File: config.mk
export PLATFORM = sky130hd
export DESIGN_NAME = md_sequencer_flat
export DESIGN_NICKNAME = d
export VERILOG_FILES = /design/src/rtl/md_sequencer_pkg.sv /design/src/rtl/md_sequencer_if.sv /design/src/rtl/md_step.sv /design/src/rtl/md_sequencer.sv /design/src/flat_wrapper.sv
export SDC_FILE = /design/constraint.sdc
export NUM_CORES = 1
export LEC_CHECK = 0
export BUFFER_PORTS_ARGS = -buffer_cell sky130_fd_sc_hd__buf_2
export CAP_MARGIN = 25
export CORE_ASPECT_RATIO = 2
export CORE_MARGIN = 2
export CORE_UTILIZATION = 35
export CTS_CLUSTER_DIAMETER = 60
export DETAILED_ROUTE_END_ITERATION = 6
export GPL_TIMING_DRIVEN = 0
export PLACE_DENSITY_LB_ADDON = 0.1
export SYNTH_ARGS = -nofsm -noshare
export SYNTH_HDL_FRONTEND = slang
export SYNTH_SLANG_ARGS = --single-unit
export TNS_END_PERCENT = 30
File: constraint.sdc
create_clock -name clk -period 4.7 [get_ports clk]
set_clock_uncertainty 0.1 [all_clocks]
set_input_delay 0 -clock clk [delete_from_list [all_inputs] [get_ports clk]]
set_output_delay 0 -clock clk [all_outputs]
set_load 0.005 [all_outputs]
File: src/rtl/md_sequencer_pkg.sv
// Shared definitions for the multiply/divide sequencer: operation and state
// encodings plus the default width and iteration count.
package md_sequencer_pkg;

  localparam int unsigned MD_WIDTH = 32;
  localparam int unsigned MD_ITER  = MD_WIDTH;

  typedef enum logic [2:0] {
    MD_MULT  = 3'd0,
    MD_MULTU = 3'd1,
    MD_DIV   = 3'd2,
    MD_DIVU  = 3'd3,
    MD_MTHI  = 3'd4,
    MD_MTLO  = 3'd5,
    MD_MFHI  = 3'd6,
    MD_MFLO  = 3'd7
  } md_op_t;

  typedef enum logic [1:0] {
    MD_IDLE   = 2'd0,
    MD_RUN    = 2'd1,
    MD_FINISH = 2'd2
  } md_state_t;

  // True for the ops that iterate (MULT/MULTU/DIV/DIVU).
  function automatic logic md_is_iter(input md_op_t op);
    return (op == MD_MULT) || (op == MD_MULTU) || (op == MD_DIV) || (op == MD_DIVU);
  endfunction

endpackage

File: src/rtl/md_sequencer_if.sv
// Execute-stage <-> multiply/divide sequencer bus.
//   master (execute stage): drives start, md_op, rs, rt, flush;
//                           observes stall, busy, done, div_by_zero, hi, lo.
//   slave  (sequencer):     the mirror image.
interface md_sequencer_if
  import md_sequencer_pkg::*;
#(
  parameter int unsigned WIDTH = MD_WIDTH
);
  logic             start;
  md_op_t           md_op;
  logic [WIDTH-1:0] rs;
  logic [WIDTH-1:0] rt;
  logic             flush;
  logic             stall;
  logic             busy;
  logic             done;
  logic             div_by_zero;
  logic [WIDTH-1:0] hi;
  logic [WIDTH-1:0] lo;

  modport master (
    output start, md_op, rs, rt, flush,
    input  stall, busy, done, div_by_zero, hi, lo
  );

  modport slave (
    input  start, md_op, rs, rt, flush,
    output stall, busy, done, div_by_zero, hi, lo
  );
endinterface

File: src/rtl/md_step.sv
// One iteration of the multiply/divide datapath on the {acc, q} pair.
//   is_div_i : 1 = restoring divide step, 0 = shift-add multiply step
//   acc_i/q_i: current upper/lower halves; opnd_i: multiplicand or divisor
//   acc_o/q_o: halves after the step
// Multiply: q holds the multiplier and shifts right as product bits enter from acc.
// Divide:   q holds the dividend, shifts left as quotient bits enter at bit 0.
module md_step #(
  parameter int unsigned WIDTH = 32
) (
  input  logic             is_div_i,
  input  logic [WIDTH-1:0] acc_i,
  input  logic [WIDTH-1:0] q_i,
  input  logic [WIDTH-1:0] opnd_i,
  output logic [WIDTH-1:0] acc_o,
  output logic [WIDTH-1:0] q_o
);

  logic [WIDTH:0] sum;
  logic [WIDTH:0] shifted;
  logic [WIDTH:0] diff;

  always_comb begin
    sum     = {1'b0, acc_i} + {1'b0, opnd_i};
    shifted = {acc_i, q_i[WIDTH-1]};
    diff    = shifted - {1'b0, opnd_i};
    acc_o   = acc_i;
    q_o     = q_i;
    if (is_div_i) begin
      // Partial remainder stays below the divisor, so WIDTH bits always suffice.
      if (shifted >= {1'b0, opnd_i}) begin
        acc_o = diff[WIDTH-1:0];
        q_o   = {q_i[WIDTH-2:0], 1'b1};
      end else begin
        acc_o = shifted[WIDTH-1:0];
        q_o   = {q_i[WIDTH-2:0], 1'b0};
      end
    end else if (q_i[0]) begin
      acc_o = sum[WIDTH:1];
      q_o   = {sum[0], q_i[WIDTH-1:1]};
    end else begin
      acc_o = {1'b0, acc_i[WIDTH-1:1]};
      q_o   = {acc_i[0], q_i[WIDTH-1:1]};
    end
  end

endmodule

File: src/rtl/md_sequencer.sv
// Multi-cycle multiply/divide sequencer owning the HI/LO registers.
//   clk, rst : rising-edge clock, synchronous active-high reset
//   bus      : slave side of md_sequencer_if (start/md_op/rs/rt/flush in;
//              stall/busy/done/div_by_zero/hi/lo out)
// Signed ops run on magnitudes; the sign is restored in the FINISH cycle.
// Busy spans the issue edge through the FINISH edge (ITER + 1 cycles).
module md_sequencer
  import md_sequencer_pkg::*;
#(
  parameter int unsigned WIDTH = MD_WIDTH,
  parameter int unsigned ITER  = WIDTH
) (
  input logic            clk,
  input logic            rst,
  md_sequencer_if.slave  bus
);

  localparam int unsigned CntW = $clog2(ITER) + 1;

  md_state_t        state_q, state_d;
  logic [CntW-1:0]  cnt_q, cnt_d;
  logic [WIDTH-1:0] acc_q, acc_d;
  logic [WIDTH-1:0] q_q, q_d;
  logic [WIDTH-1:0] opnd_q, opnd_d;
  logic             is_div_q, is_div_d;
  logic             neg_q, neg_d;       // negate product / quotient
  logic             rem_neg_q, rem_neg_d; // remainder takes dividend sign
  logic             div0_q, div0_d;
  logic [WIDTH-1:0] hi_q, hi_d;
  logic [WIDTH-1:0] lo_q, lo_d;
  logic             busy_q, busy_d;
  logic             done_q, done_d;
  logic             dz_q, dz_d;

  logic [WIDTH-1:0] step_acc, step_q;

  // Operand preparation for a new iterative op.
  logic             op_signed;
  logic             sign_a, sign_b;
  logic [WIDTH-1:0] mag_a, mag_b;

  // Result formation in FINISH.
  logic [2*WIDTH-1:0] prod;
  logic [WIDTH-1:0]   quo, rem;

  md_step #(
    .WIDTH (WIDTH)
  ) u_step (
    .is_div_i (is_div_q),
    .acc_i    (acc_q),
    .q_i      (q_q),
    .opnd_i   (opnd_q),
    .acc_o    (step_acc),
    .q_o      (step_q)
  );

  always_comb begin
    op_signed = (bus.md_op == MD_MULT) || (bus.md_op == MD_DIV);
    sign_a    = op_signed & bus.rs[WIDTH-1];
    sign_b    = op_signed & bus.rt[WIDTH-1];
    mag_a     = sign_a ? (~bus.rs + 1'b1) : bus.rs;
    mag_b     = sign_b ? (~bus.rt + 1'b1) : bus.rt;
  end

  always_comb begin
    prod = {acc_q, q_q};
    if (neg_q) prod = ~prod + 1'b1;
    quo = neg_q ? (~q_q + 1'b1) : q_q;
    rem = rem_neg_q ? (~acc_q + 1'b1) : acc_q;
  end

  always_comb begin
    state_d   = state_q;
    cnt_d     = cnt_q;
    acc_d     = acc_q;
    q_d       = q_q;
    opnd_d    = opnd_q;
    is_div_d  = is_div_q;
    neg_d     = neg_q;
    rem_neg_d = rem_neg_q;
    div0_d    = div0_q;
    hi_d      = hi_q;
    lo_d      = lo_q;
    busy_d    = busy_q;
    done_d    = 1'b0;
    dz_d      = 1'b0;

    if (bus.flush) begin
      // Squash: drop any in-flight or incoming op, HI/LO untouched.
      state_d = MD_IDLE;
      busy_d  = 1'b0;
    end else begin
      unique case (state_q)
        MD_IDLE: begin
          if (bus.start) begin
            if (md_is_iter(bus.md_op)) begin
              is_div_d  = (bus.md_op == MD_DIV) || (bus.md_op == MD_DIVU);
              acc_d     = '0;
              // Divide iterates on the dividend; multiply on the multiplier.
              q_d       = is_div_d ? mag_a : mag_b;
              opnd_d    = is_div_d ? mag_b : mag_a;
              neg_d     = sign_a ^ sign_b;
              rem_neg_d = sign_a;
              div0_d    = is_div_d && (bus.rt == '0);
              cnt_d     = '0;
              busy_d    = 1'b1;
              state_d   = MD_RUN;
            end else if (bus.md_op == MD_MTHI) begin
              hi_d = bus.rs;
            end else if (bus.md_op == MD_MTLO) begin
              lo_d = bus.rs;
            end
          end
        end
        MD_RUN: begin
          acc_d = step_acc;
          q_d   = step_q;
          if (cnt_q == CntW'(ITER - 1)) begin
            state_d = MD_FINISH;
          end else begin
            cnt_d = cnt_q + 1'b1;
          end
        end
        MD_FINISH: begin
          if (is_div_q) begin
            // Zero divisor leaves |rs| in acc, so the remainder path yields rs.
            hi_d = rem;
            lo_d = div0_q ? '1 : quo;
            dz_d = div0_q;
          end else begin
            hi_d = prod[2*WIDTH-1:WIDTH];
            lo_d = prod[WIDTH-1:0];
          end
          busy_d  = 1'b0;
          done_d  = 1'b1;
          state_d = MD_IDLE;
        end
        default: begin
          state_d = MD_IDLE;
          busy_d  = 1'b0;
        end
      endcase
    end
  end

  always_ff @(posedge clk) begin
    if (rst) begin
      state_q   <= MD_IDLE;
      cnt_q     <= '0;
      acc_q     <= '0;
      q_q       <= '0;
      opnd_q    <= '0;
      is_div_q  <= 1'b0;
      neg_q     <= 1'b0;
      rem_neg_q <= 1'b0;
      div0_q    <= 1'b0;
      hi_q      <= '0;
      lo_q      <= '0;
      busy_q    <= 1'b0;
      done_q    <= 1'b0;
      dz_q      <= 1'b0;
    end else begin
      state_q   <= state_d;
      cnt_q     <= cnt_d;
      acc_q     <= acc_d;
      q_q       <= q_d;
      opnd_q    <= opnd_d;
      is_div_q  <= is_div_d;
      neg_q     <= neg_d;
      rem_neg_q <= rem_neg_d;
      div0_q    <= div0_d;
      hi_q      <= hi_d;
      lo_q      <= lo_d;
      busy_q    <= busy_d;
      done_q    <= done_d;
      dz_q      <= dz_d;
    end
  end

  assign bus.stall       = bus.start & busy_q;
  assign bus.busy        = busy_q;
  assign bus.done        = done_q;
  assign bus.div_by_zero = dz_q;
  assign bus.hi          = hi_q;
  assign bus.lo          = lo_q;

endmodule

File: src/flat_wrapper.sv
// flat-port wrapper written by rule: the top's interface ports become plain ports
module md_sequencer_flat import md_sequencer_pkg::*;
#(
  parameter int unsigned WIDTH = MD_WIDTH,
  parameter int unsigned ITER  = WIDTH
)
  (clk, rst, bus_start, bus_md_op, bus_rs, bus_rt, bus_flush, bus_stall, bus_busy, bus_done, bus_div_by_zero, bus_hi, bus_lo);
  md_sequencer_if #(.WIDTH(WIDTH)) bus_i ();
  input logic clk;
  input logic rst;
  input wire logic [$bits(bus_i.start)-1:0] bus_start;
  input wire logic [$bits(bus_i.md_op)-1:0] bus_md_op;
  input wire logic [$bits(bus_i.rs)-1:0] bus_rs;
  input wire logic [$bits(bus_i.rt)-1:0] bus_rt;
  input wire logic [$bits(bus_i.flush)-1:0] bus_flush;
  output wire logic [$bits(bus_i.stall)-1:0] bus_stall;
  output wire logic [$bits(bus_i.busy)-1:0] bus_busy;
  output wire logic [$bits(bus_i.done)-1:0] bus_done;
  output wire logic [$bits(bus_i.div_by_zero)-1:0] bus_div_by_zero;
  output wire logic [$bits(bus_i.hi)-1:0] bus_hi;
  output wire logic [$bits(bus_i.lo)-1:0] bus_lo;
  assign bus_i.start = bus_start;
  assign bus_i.md_op = bus_md_op;
  assign bus_i.rs = bus_rs;
  assign bus_i.rt = bus_rt;
  assign bus_i.flush = bus_flush;
  assign bus_stall = bus_i.stall;
  assign bus_busy = bus_i.busy;
  assign bus_done = bus_i.done;
  assign bus_div_by_zero = bus_i.div_by_zero;
  assign bus_hi = bus_i.hi;
  assign bus_lo = bus_i.lo;
  md_sequencer #(.WIDTH(WIDTH), .ITER(ITER)) u_core (.clk(clk), .rst(rst), .bus(bus_i));
endmodule
==> flow_metrics.tcl <==
set metrics [dict create \
    finalCritPeriodShare_pct 97.8 \
    crit_required_ps 4970 \
    grt_max_degree 17 \
    grt_first_pass_wirelength_um 116000 \
    drt_wl_total_um 82500 \
    pin_count 139 \
    avgSynthCellArea_um2 7.10 \
    fin_total_pwr_mw 4.43 \
    dp_hpwl_um 67600 \
    synth-edff-count 0 \
    path_max_fanout 10 \
    mostFrequentLayoutCell "nand2_1" \
    leakage_nw 6.74 \
    syn_nets 2232 \
    criticalPathCategory "flop to flop" \
    first_pass_iters 5 \
    crit_path_max_incr_delay_ps 750 \
    maxCapViolations 0 \
    nNetsFinal 2428 \
    synth_seq_cells 175 \
    die-area_mm2 0.0442 \
    die_w_um 150 \
    cts_made_buffers 17 \
    post_cts_buffers 0 \
    clkTransAtPathRegs_ps 70 \
    grt_usage_pct 37.0 \
    globalplace.congestion 1.01 \
    drive_gt1_share_pct 8.61 \
    synthCells 2090 \
    clock_latency_ps 470 \
    cts_sinks 175 \
    clockBufferDepth 2 \
    vias 17234 \
    setup_viol 0 \
    cp_cell_sequence "ha_1 -> clkbuf_1 -> a21oi_1 -> o21ai_0 -> nor2b_1 -> nor3b_1 -> o211ai_1 -> a31oi_1 -> buf_4 -> clkbuf_1 -> o21ai_0 -> a31o_2" \
    seq_area_frac_synth_pct 23.6 \
    maxSlewHeadroom_pct 24.8 \
    p_per_area_mw_per_mm2 257 \
    cp_top_family "compound AO/OA/AOI/OAI gates" \
    endpoint_kind "flop" \
    period_minus_slack_ps 4590 \
    antenna_found_initial 2 \
    cts_root_buffer "clkbuf_16" \
    syn_area_mm2 0.0148 \
    drv_slew 0 \
    worst-path-buf-inv 3 \
    synthArstFlopShare_pct 0 \
    hold_class "input port to flop" \
    max_freq_mhz 218 \
    area_growth_pct 16.2 \
    grt.overflow.total 0 \
    cp.arrival_ps 4860 \
    mostFrequentLayoutCells "275 x nand2_1, 211 x nor2_1, 207 x a21oi_1, 175 x dfxtp_1, 161 x o21ai_0" \
    worstMarginPinSlew_ps 1130 \
    io_buffers 135 \
    drt_iter0_drc 1278 \
    outcome "finished, final reports clean" \
    start_util_pct 35.5 \
    drc 0 \
    cts_tree "done" \
    rows 106 \
    netlist-cell-type-count 78 \
    ant_nets 0 \
    tns_ps 0 \
    die_y_um 295 \
    irDropWorstVdd_v 0.000284 \
    htreeDepth 4 \
    via_per_inst 6.07 \
    wire_per_inst_um 29.0 \
    crit_slowest_cell "dfxtp_1" \
    finalHoldViolCount 0 \
    core_area_mm2 0.0418 \
    yosysWarnings 0 \
    rsz0062_at_grt "no" \
    synth_ff_type "dfxtp_1" \
    grt_pass1_vias 17036 \
    setup.worst_path.start_class "flop" \
]
-- power breakdown --
part           leakage, nW  internal [mW]  total, mW  switching, mW
Combinational         5.00          0.368       1.18          0.813
Clock                0.318          0.917       1.66          0.743
Sequential            1.42           1.52       1.59         0.0686
Total                 6.74           2.80       4.43           1.62
-- worst register-to-register path, cell delays in order, from the launching register on --
cell and delay [ps]:
dfxtp_1 750, ha_1 350, clkbuf_1 210, a21oi_1 210
o21ai_0 150, nor2b_1 180, nor3b_1 390, o211ai_1 300
a31oi_1 370, buf_4 250, clkbuf_1 590, o21ai_0 340
a31o_2 320
-- area by class of cell --
cell class | instances | area, um2
timing repair buffer | 177 | 1090
multi-input combinational | 1708 | 10600
tap | 540 | 676
clock buffer | 18 | 439
buffer | 146 | 558
fill | 4606 | 24500
inverter | 61 | 229
clock inverter | 14 | 203
antenna | 1 | 2.50
sequential | 175 | 3500
-- sequential cells by signal (all words and copies together) (netlist names) --
name and count:
u_core.cnt_q 6, u_core.bus.busy 1, u_core.rem_neg_q 1, u_core.bus.div_by_zero 1
u_core.is_div_q 1, u_core.opnd_q 32, u_core.bus.lo 32, u_core.bus.done 1
u_core.bus.hi 32, u_core.neg_q 1, u_core.q_q 32, u_core.div0_q 1
u_core.state_q 2, u_core.acc_q 32
-- stage by stage --
stage / worst slack, ps / utilization, % / instance area, um2 / std cells / hold WS, ps
after floorplan: 1430 / - / 14800 / 2090 / -22.9
after global routing: 12.1 / 41.3 / 17300 / 2840 / 35.7
after CTS: 152 / 41.3 / 17200 / 2838 / 2.95
after detailed placement: 161 / 38.8 / 16200 / 2768 / 225
after global placement: -280 / 38.8 / 16200 / 2765 / 219
final: 106 / 41.3 / 17300 / 2840 / 12.9
-- synth_stat cells, types with 13 or more instances --
master / count / area share (%)
a311oi_1: 15 / 0.89
xor2_1: 61 / 3.6
or3_1: 17 / 0.72
xnor2_1: 112 / 6.6
clkbuf_1: 134 / 3.4
nor2b_1: 15 / 0.63
a22o_1: 14 / 0.83
a211oi_1: 29 / 1.5
nand2b_1: 16 / 0.67
a31oi_1: 23 / 0.97
nand3_1: 39 / 1.3
o31ai_1: 27 / 1.4
a21oi_1: 207 / 7.0
nor2_1: 211 / 5.3
o21ai_1: 19 / 0.64
o41ai_1: 14 / 0.83
mux2i_1: 46 / 3.1
dfxtp_1: 175 / 24
nor4_1: 22 / 0.93
o21ai_0: 162 / 5.5
ha_1: 69 / 5.8
a21o_1: 27 / 1.4
nand4_1: 16 / 0.67
nor3_1: 59 / 2.0
or4_1: 14 / 0.71
nand2_1: 275 / 7.0
inv_1: 60 / 1.5
o221ai_1: 26 / 1.5
o211ai_1: 31 / 1.6
o22ai_1: 13 / 0.55
-- per-layer routing --
metal | part of all wire, % | global-route usage [%] | up-vias
li1 | - | - | 7964
met1 | 33 | 34.9 | 8200
met2 | 50 | 65.9 | 759
met3 | 4.8 | 5.34 | 309
met4 | 12 | 37.3 | 2
met5 | 0.011 | 0 | -
-- cell families after synthesis --
kind of cell             share of synthesized area, %
flip-flops                                       23.6
buffers and inverters                            5.30
XOR/XNOR                                         10.2
multiplexers                                     3.71
AND/OR/NAND/NOR                                  22.3
adder cells (fa/ha/maj)                          6.09
AO/OA/AOI/OAI                                    28.8
-- final timing paths --
kind,cells past startpoint,startpoint,to,slack (ps)
max,12,u_core.acc_q[7]$_SDFFE_PP0P_,u_core.acc_q[31]$_SDFFE_PP0P_,110
min,5,bus_rt[7],u_core.opnd_q[7]$_SDFFE_PP0P_,10
max reg2reg,12,u_core.acc_q[7]$_SDFFE_PP0P_,u_core.acc_q[31]$_SDFFE_PP0P_,110
min reg2reg,2,u_core.bus.hi[25]$_SDFFE_PP0P_,u_core.bus.hi[25]$_SDFFE_PP0P_,350
-- what timing repair did --
action / in CTS / in global routing
endpoints found under the setup margin: 0 / 1
hold buffers: 38 / 0
resized for setup: 0 / 1
endpoints found under the hold margin: 54 / 0
Power figures use the tool's default switching activity.
